--- config.mk ---
export PLATFORM = sky130hd
export DESIGN_NAME = npu_instr_sequencer
export DESIGN_NICKNAME = d
export VERILOG_FILES = /design/src/rtl/npu_instr_sequencer.sv
export SDC_FILE = /design/constraint.sdc
export NUM_CORES = 1
export LEC_CHECK = 0
export ABC_AREA = 1
export BUFFER_PORTS_ARGS = -buffer_cell sky130_fd_sc_hd__buf_2
export CAP_MARGIN = 20
export CORE_MARGIN = 2
export CORE_UTILIZATION = 55
export DETAILED_ROUTE_END_ITERATION = 8
export GPL_TIMING_DRIVEN = 0
export PLACE_DENSITY = 0.78
export SYNTH_ARGS = -nofsm -noshare
export SYNTH_HDL_FRONTEND = slang
export SYNTH_SLANG_ARGS = --single-unit
export TNS_END_PERCENT = 10
--- constraint.sdc ---
create_clock -name clk -period 2.8 [get_ports clk]
set_input_delay 0.42 -clock clk [delete_from_list [all_inputs] [get_ports clk]]
set_output_delay 0.42 -clock clk [all_outputs]
set_load 0.01 [all_outputs]
--- src/rtl/npu_instr_sequencer.sv ---
// npu_instr_sequencer: paces one convolution job into the scheduler's instr stream (A load, B load, per-sub-image C/wait/write-back).
// Optional `NPU_SEQ_WEIGHT_KEEP_EN adds cfg_keep_a, which skips the A load phase.
module npu_instr_sequencer #(
  parameter int N = 10,
  parameter int K_SIZE = 3,
  parameter int SUB_W = 8
) (
  input  logic             clk,
  input  logic             rst_n,
  input  logic             start,
  input  logic             cfg_relu,
  input  logic             cfg_broadcast,
  input  logic             cfg_reuse,
  input  logic [SUB_W-1:0] cfg_num_sub,
`ifdef NPU_SEQ_WEIGHT_KEEP_EN
  input  logic             cfg_keep_a,
`endif
  input  logic             in_valid,
  output logic             in_ready,
  output logic [7:0]       instr,
  output logic             busy,
  output logic             done,
  output logic [SUB_W-1:0] sub_idx
);
  localparam int A_DEPTH = N * K_SIZE;
  localparam int B_DEPTH = N * K_SIZE;
  localparam int C_DEPTH = K_SIZE;
  localparam int MAX_D = A_DEPTH > K_SIZE * K_SIZE ? A_DEPTH : K_SIZE * K_SIZE;
  localparam int BW = MAX_D > 1 ? $clog2(MAX_D) : 1;
  typedef enum logic [2:0] {IDLE, LOAD_A, LOAD_B, LOAD_C, WAIT, WB, DONE} state_t;
  state_t state, state_d;
  logic relu_q, bc_q, reuse_q, accept, end_beat, last_sub, skip_a;
  logic [SUB_W-1:0] num_q;
  logic [BW-1:0] beat, last;
  logic [1:0] mode;
  logic [7:0] cfg_word, instr_d;
`ifdef NPU_SEQ_WEIGHT_KEEP_EN
  assign skip_a = cfg_keep_a;
`else
  assign skip_a = 1'b0;
`endif
  // One beat counter serves every phase; it restarts at each phase change.
  always_comb begin
    last = state == LOAD_A ? BW'(A_DEPTH - 1) : state == LOAD_B ? BW'(B_DEPTH - 1) :
           state == LOAD_C ? BW'(C_DEPTH - 1) : reuse_q ? BW'(K_SIZE * K_SIZE - 1) : BW'(K_SIZE - 1);
    accept = in_valid && in_ready;
    end_beat = beat == last && (accept || state == WAIT);
    last_sub = sub_idx == num_q - 1'b1;
  end
  always_ff @(posedge clk or negedge rst_n)
    if (!rst_n) state <= IDLE;
    else state <= state_d;
  always_comb begin
    state_d = state;
    case (state)
      IDLE:    state_d = start ? (skip_a ? LOAD_B : LOAD_A) : IDLE;
      LOAD_A:  state_d = end_beat ? LOAD_B : LOAD_A;
      LOAD_B:  state_d = end_beat ? (num_q != '0 ? LOAD_C : DONE) : LOAD_B;
      LOAD_C:  state_d = end_beat ? WAIT : LOAD_C;
      WAIT:    state_d = end_beat ? WB : WAIT;
      WB:      state_d = last_sub ? DONE : LOAD_C;
      default: state_d = IDLE;
    endcase
  end
  always_comb begin
    in_ready = state == LOAD_A || state == LOAD_B || state == LOAD_C;
    busy = state != IDLE;
    done = state == DONE;
    mode = state == LOAD_A ? 2'd1 : state == LOAD_B ? 2'd2 : 2'd3;
    cfg_word = {1'b0, reuse_q, 2'b11, relu_q, bc_q, 2'b00};
    instr_d = state == IDLE || state == DONE ? 8'h30 :
              state == WB ? {1'b0, reuse_q, 2'(sub_idx % SUB_W'(3)), relu_q, bc_q, 2'b00} :
              accept ? cfg_word | {6'b0, mode} : cfg_word;
  end
  always_ff @(posedge clk or negedge rst_n)
    if (!rst_n) begin
      instr <= 8'h30;
      beat <= '0;
      sub_idx <= '0;
      relu_q <= 1'b0;
      bc_q <= 1'b0;
      reuse_q <= 1'b0;
      num_q <= '0;
    end else begin
      instr <= instr_d;
      beat <= state == IDLE || end_beat ? '0 : accept || state == WAIT ? beat + 1'b1 : beat;
      if (state == IDLE && start) begin
        relu_q <= cfg_relu;
        bc_q <= cfg_broadcast;
        reuse_q <= cfg_reuse;
        num_q <= cfg_num_sub;
        sub_idx <= '0;
      end else if (state == WB && !last_sub) sub_idx <= sub_idx + 1'b1;
    end
endmodule

## Word level (Yosys, flattened, before mapping)

Cells that the tools add are included.

| cells by class | value |
|---|---|
| add/sub/neg operators | 3 |
| equal/unequal tests | 8 |
| reductions and logical operators | 15 |
| divide/modulo/power cells | 1 |
| muxes and demuxes | 21 |
| bitwise gates (word level) | 1 |

Operators by type and width:

| operator | count |
|---|---|
| two-way mux 7 bit | 3 |
| two-way mux 5 bit | 4 |
| case mux 3 bit (6 select lines) | 1 |
| two-way mux 8 bit | 2 |
| two-way mux 3 bit | 4 |
| == test 3 bit (second input constant) | 3 |
| adder 8 x 1 -> 8 bit (second input constant) | 1 |
| == test 8 bit | 1 |
| modulo 8 x 2 -> 8 bit (second input constant) | 1 |
| two-way mux 4 bit | 2 |
| nonzero test 8 bit | 1 |
| subtractor 8 x 1 -> 8 bit (second input constant) | 1 |
| OR 7 x 2 -> 7 bit | 1 |
| == test 3 x 2 -> 1 bit (second input constant) | 2 |
| adder 5 x 1 -> 5 bit (second input constant) | 1 |
| == test 5 bit | 1 |
| logical OR 1 bit | 5 |
| logical AND 1 bit | 4 |
| two-way mux 2 bit | 2 |
| nonzero test 2 bit | 2 |
| == test 3 x 1 -> 1 bit (second input constant) | 1 |
| logical NOT 3 bit | 1 |
| two-way mux 1 bit | 3 |
| nonzero test 3 bit | 1 |
| logical NOT 1 bit | 1 |

| word-level totals | value |
|---|---|
| logic and storage cells | 57 |
| bits of input ports | 15 |
| register bits | 34 |
| output and inout port bits | 19 |

## Depth between registers and ports, before layout

| depth | value |
|---|---|
| depth in word-level cells | 8 |
| mapped depth | 24 |
| gate-level depth less buffers | 24 |

## Worst setup path after synthesis

No wires, ideal clock.

| timing | value |
|---|---|
| path type | register to register |
| start point | register sub_idx[6] |
| end point | register instr[4] |
| path slack | 0.287 ns |
| data required time | 2.739 ns |
| stages on the path, launching flop included | 23 |
| arrival time | 2.452 ns |
| setup time | 0.061 ns |
| cells stage by stage | dfrtp_1 inv_2 nand3_1 nand2_1 nand2_2 nand3_1 nand4_2 nand2_1 nand2_1 nand2_2 inv_1 ha_1 a21oi_1 nand2_1 nand2_1 nand2_1 ha_1 o21bai_1 nor2_2 nand2_1 nand2_1 nand2_1 nand2_1 |

| on the way | value |
|---|---|
| longest elaborated chain between the ends | 3 |

RTL lines:

| what | line | RTL |
|---|---|---|
| start: declaration | 23 | `output logic [SUB_W-1:0] sub_idx` |
| start signal: assignment | 93 | `end else if (state == WB && !last_sub) sub_idx <= sub_idx + 1'b1;` |
| modulo 8 x 2 -> 8 bit | 72 | `state == WB ? {1'b0, reuse_q, 2'(sub_idx % SUB_W'(3)), relu_q, bc_q, 2'b00} :` |
| two-way mux 7 bit | 72 |  |
| two-way mux 7 bit | 71 | `instr_d = state == IDLE \|\| state == DONE ? 8'h30 :` |
| net instr_d[4] | 36 | `logic [7:0] cfg_word, instr_d;` |
| end signal: assignment | 85 | `instr <= instr_d;` |
| end: declaration | 20 | `output logic [7:0] instr,` |

The timed path passes the listed nets, and every way through them passes these cells.
A chain may end at the register's enable or synchronous reset.

## Worst setup path in the final report

Same ends and word-level chain as after synthesis.

==> metrics.txt <==
max-capacitance violation count=0; post-cts hold buffer count=0; Worst Clk Skew=7.96 ps; count of yosys warnings during synthesis=0; logic depth of the worst register-to-register path=22; Sequential Power Share=35.2%; total of endpoints with negative setup slack in the final report=0; global placement routability congestion=0.849; area grow syn2layout=29.4%; Iter 0 DRT Violations=121; switching power of the nets=0.000988 W; area of the die=4230 µm²; Hold Crit Class=input pin to asynchronous set/reset pin; wire length of the first global-routing pass=7240 µm; DR WL/cell=12.8 µm; unique cell type count in the Yosys netlist=28; total routing usage reported by global routing=22.4%; reg-to-reg critical path startpoint=sub_idx[6]; largest vdd supply drop=578 µV; Slew Limit Fails=0; cells after synthesis=274; unrepaired setup endpoints after global routing=yes; worst setup path category=register to register; maximum number of buffers from clock root to sink=2; number of clock sinks seen by CTS=34; via count=1964; clock network latency to the later pin of the worst-skew pair=300 ps; Synth Cell Area=2050 µm²; Detailed Route WL=4730 µm; clock root buffer=clkbuf_8; dpl ws=59.0 ps; die outline height=65.0 µm; critical path peak fanout=7; critical path endpoint category=register; # DRC=0; routed metal-1 wirelength=2010 µm; most frequent CP cell=nand2_1; Inserted Clock Buffers=5; result of the run=completed; switch share=42.3%; level count of the clock H-tree=2; number of filler instances in the final layout=302; static leakage=1.30 nW; residual antenna-violating net count after detailed routing=0; layout cell share with drive strength beyond 1=29.2%; Crit. path cell count=22; highest layer used for signal routing=met4; number of top-level design ports=34; vias in the first global route=1711; post-synthesis sequential area ratio=41.6%; FF+latch count, synth=34; CP startpoint kind=register; Int Power=0.00135 W; area of all placed cells without fillers=2650 µm²; clock network fraction of total power=19.7%; series of cell instances along the critical path=inv_4 -> nand2_4 -> nand3_4 -> nand3_4 -> nand4_4 -> nand4_4 -> nand2_2 -> nand2_2 -> nand2_2 -> inv_2 -> ha_4 -> a21oi_2 -> nand2_1 -> nand2_1 -> nand2_1 -> ha_2 -> o21bai_4 -> nor2_4 -> nand2_2 -> nand2_1 -> nand2_1 -> nand2_1; Combinational Power Share=45.1%; launching instance or port of the critical path=sub_idx[6]; kind of cell adding the most delay to the critical path=simple AND/OR/NAND/NOR gates; Final Hold Fails=0; initial antenna violation count=0; pin slew with the least headroom to its limit=745 ps; Mapped Avg Cell Area=7.48 µm²; instance area after placement=2270 µm²; worst slew margin relative to its limit=50.3%; commonest cells after routing, fill and taps aside=57 x nand2_1, 33 x inv_1, 32 x buf_2; shortest period the worst path allows=2650 ps; register-to-register setup slack=150 ps; fmax=377 MHz; arrival time of data at the critical path endpoint=2890 ps; total global routing overflow=0; CP endpoint=instr[4]; pin count of the biggest net entering global routing=35; met2 routed wirelength=2350 µm; Slowest Stage Delay on Critical Path=500 ps; standard-cell row count=22; worst setup slack after layout=146 ps; vias per cell=5.31; power density over cell area=880 nW/µm²; estimated wirelength of the detail-placed design=3190 µm; Detailed Routing Iterations Pass 1=5; die extent in x=65.0 µm; core area=3630 µm²; FF-to-FF End=instr[4]; antenna diode count=0; routed length on met3=259 µm; net count reported at finish=343; clock transition time at the flip-flop clock pins of the worst setup and hold paths=80 ps; CTS tree=built; final clock period utilization by the worst path=94.8%; number of I/O port buffers=32; Mapped Nets=296; Buf+Inv Stages, Crit Path=2; effective utilization at floorplan=56.4%; leading cell type in the layout, fill and taps excluded=nand2_1; highest-delay cell along the critical path=dfrtp_2; required time at the worst-slack endpoint=3040 ps
==> cell type report <==
type | count | area [µm²] | share of cell area, %
multi-input combinational | 198 | 1230 | 46.3
clock buffer | 5 | 68.8 | 2.59
buffer | 3 | 15.0 | 0.566
clock inverter | 3 | 45.0 | 1.70
inverter | 39 | 156 | 5.90
timing repair buffer | 40 | 220 | 8.30
tap | 48 | 60.1 | 2.26
sequential | 34 | 858 | 32.4
==> worst register-to-register path, delay by kind of cell, from the launching register on <==
family	cells	cell delay, ps
flops	1	500
fa+ha+maj	2	330
buf+inv	2	180
simple gates	16	1310
compound gates	2	290
==> metal layers <==
| layer | track usage [%] | vias up |
|---|---|---|
| met3 | 5.73 | 13 |
| li1 | - | 975 |
| met1 | 28.5 | 916 |
| met2 | 37.1 | 60 |
| met4 | 7.81 | 0 |
| met5 | 0 | - |
==> registers in the layout (all words and copies together) (netlist names) <==
signal	flops
relu_q	1
num_q	8
beat	5
bc_q	1
state	3
reuse_q	1
sub_idx	8
instr	7
==> how the worst min path moves through the flow <==
stage / startpoint / end / slack, ps / cells past startpoint
floorplan: rst_n / bc_q / 120 / 0
global placement: bc_q / instr[2] / 480 / 2
detailed placement: bc_q / instr[2] / 490 / 2
CTS: rst_n / relu_q / 200 / 1
global route: rst_n / relu_q / 230 / 1
finish: rst_n / sub_idx[5] / 180 / 1
==> cell families (layout without fill, tap and decap cells) <==
logic type / after synthesis / after routing / share of synthesized area, %
DFF: 34 / 34 / 41.6
other: 1 / 1 / 0.183
buffers and inverters: 42 / 90 / 7.88
and+or+nand+nor: 139 / 139 / 29.7
adders and majority gates: 7 / 7 / 4.27
xor gates and xnor gates: 15 / 15 / 6.41
AOI/OAI and AO/OA: 36 / 36 / 9.95
==> power groups by stage <==
stage | Combinational, W | Sequential, W | Clock [W]
2_1_floorplan | 0.000726 | 0.000805 | 0
3_3_place_gp | 0.000936 | 0.000808 | 0
3_5_place_dp | 0.000968 | 0.000817 | 0
4_1_cts | 0.000977 | 0.000808 | 0.000464
5_1_grt | 0.00121 | 0.000840 | 0.000486
6_report | 0.00105 | 0.000822 | 0.000459
==> repair_timing <==
| item | in CTS | in global routing |
|---|---|---|
| setup buffers | 0 | 8 |
| setup endpoints to repair | 0 | 2 |
| resized for setup | 0 | 47 |
==> synthesized netlist by cell type <==
cell	number	area (µm²)
nand4_1	4	25.0
nor3_1	11	55.1
nand2_2	7	43.8
conb_1	1	3.75
xnor2_1	5	43.8
a211oi_1	1	7.51
ha_1	7	87.6
o211ai_1	2	15.0
nand4_2	2	25.0
o221ai_1	1	8.76
o21bai_1	1	7.51
inv_2	4	15.0
a31o_2	1	8.76
nand2_1	64	240
nor2_1	30	113
xor2_1	10	87.6
dfrtp_1	32	801
buf_4	1	7.51
a22oi_1	1	7.51
a21oi_1	8	40.0
dfstp_2	2	52.6
nand3_1	20	100
clkbuf_1	2	7.51
o21ai_1	2	10.0
inv_1	35	131
o21ai_2	1	8.76
o21ai_0	18	90.1
nor2_2	1	6.26
==> metrics by stage <==
step | total power, W | setup TNS (ps) | hold slack [ps] | instances | util, %
after floorplan | 0.00153 | 0 | 124 | 274 | -
after global placement | 0.00174 | 0 | 476 | 354 | 62.5
after detailed placement | 0.00179 | 0 | 486 | 354 | 62.5
after CTS | 0.00225 | 0 | 203 | 362 | 65.6
after global routing | 0.00254 | -107 | 233 | 370 | 73.0
final | 0.00234 | 0 | 181 | 370 | 73.0
Note: power is estimated with default switching activity, not from simulation.
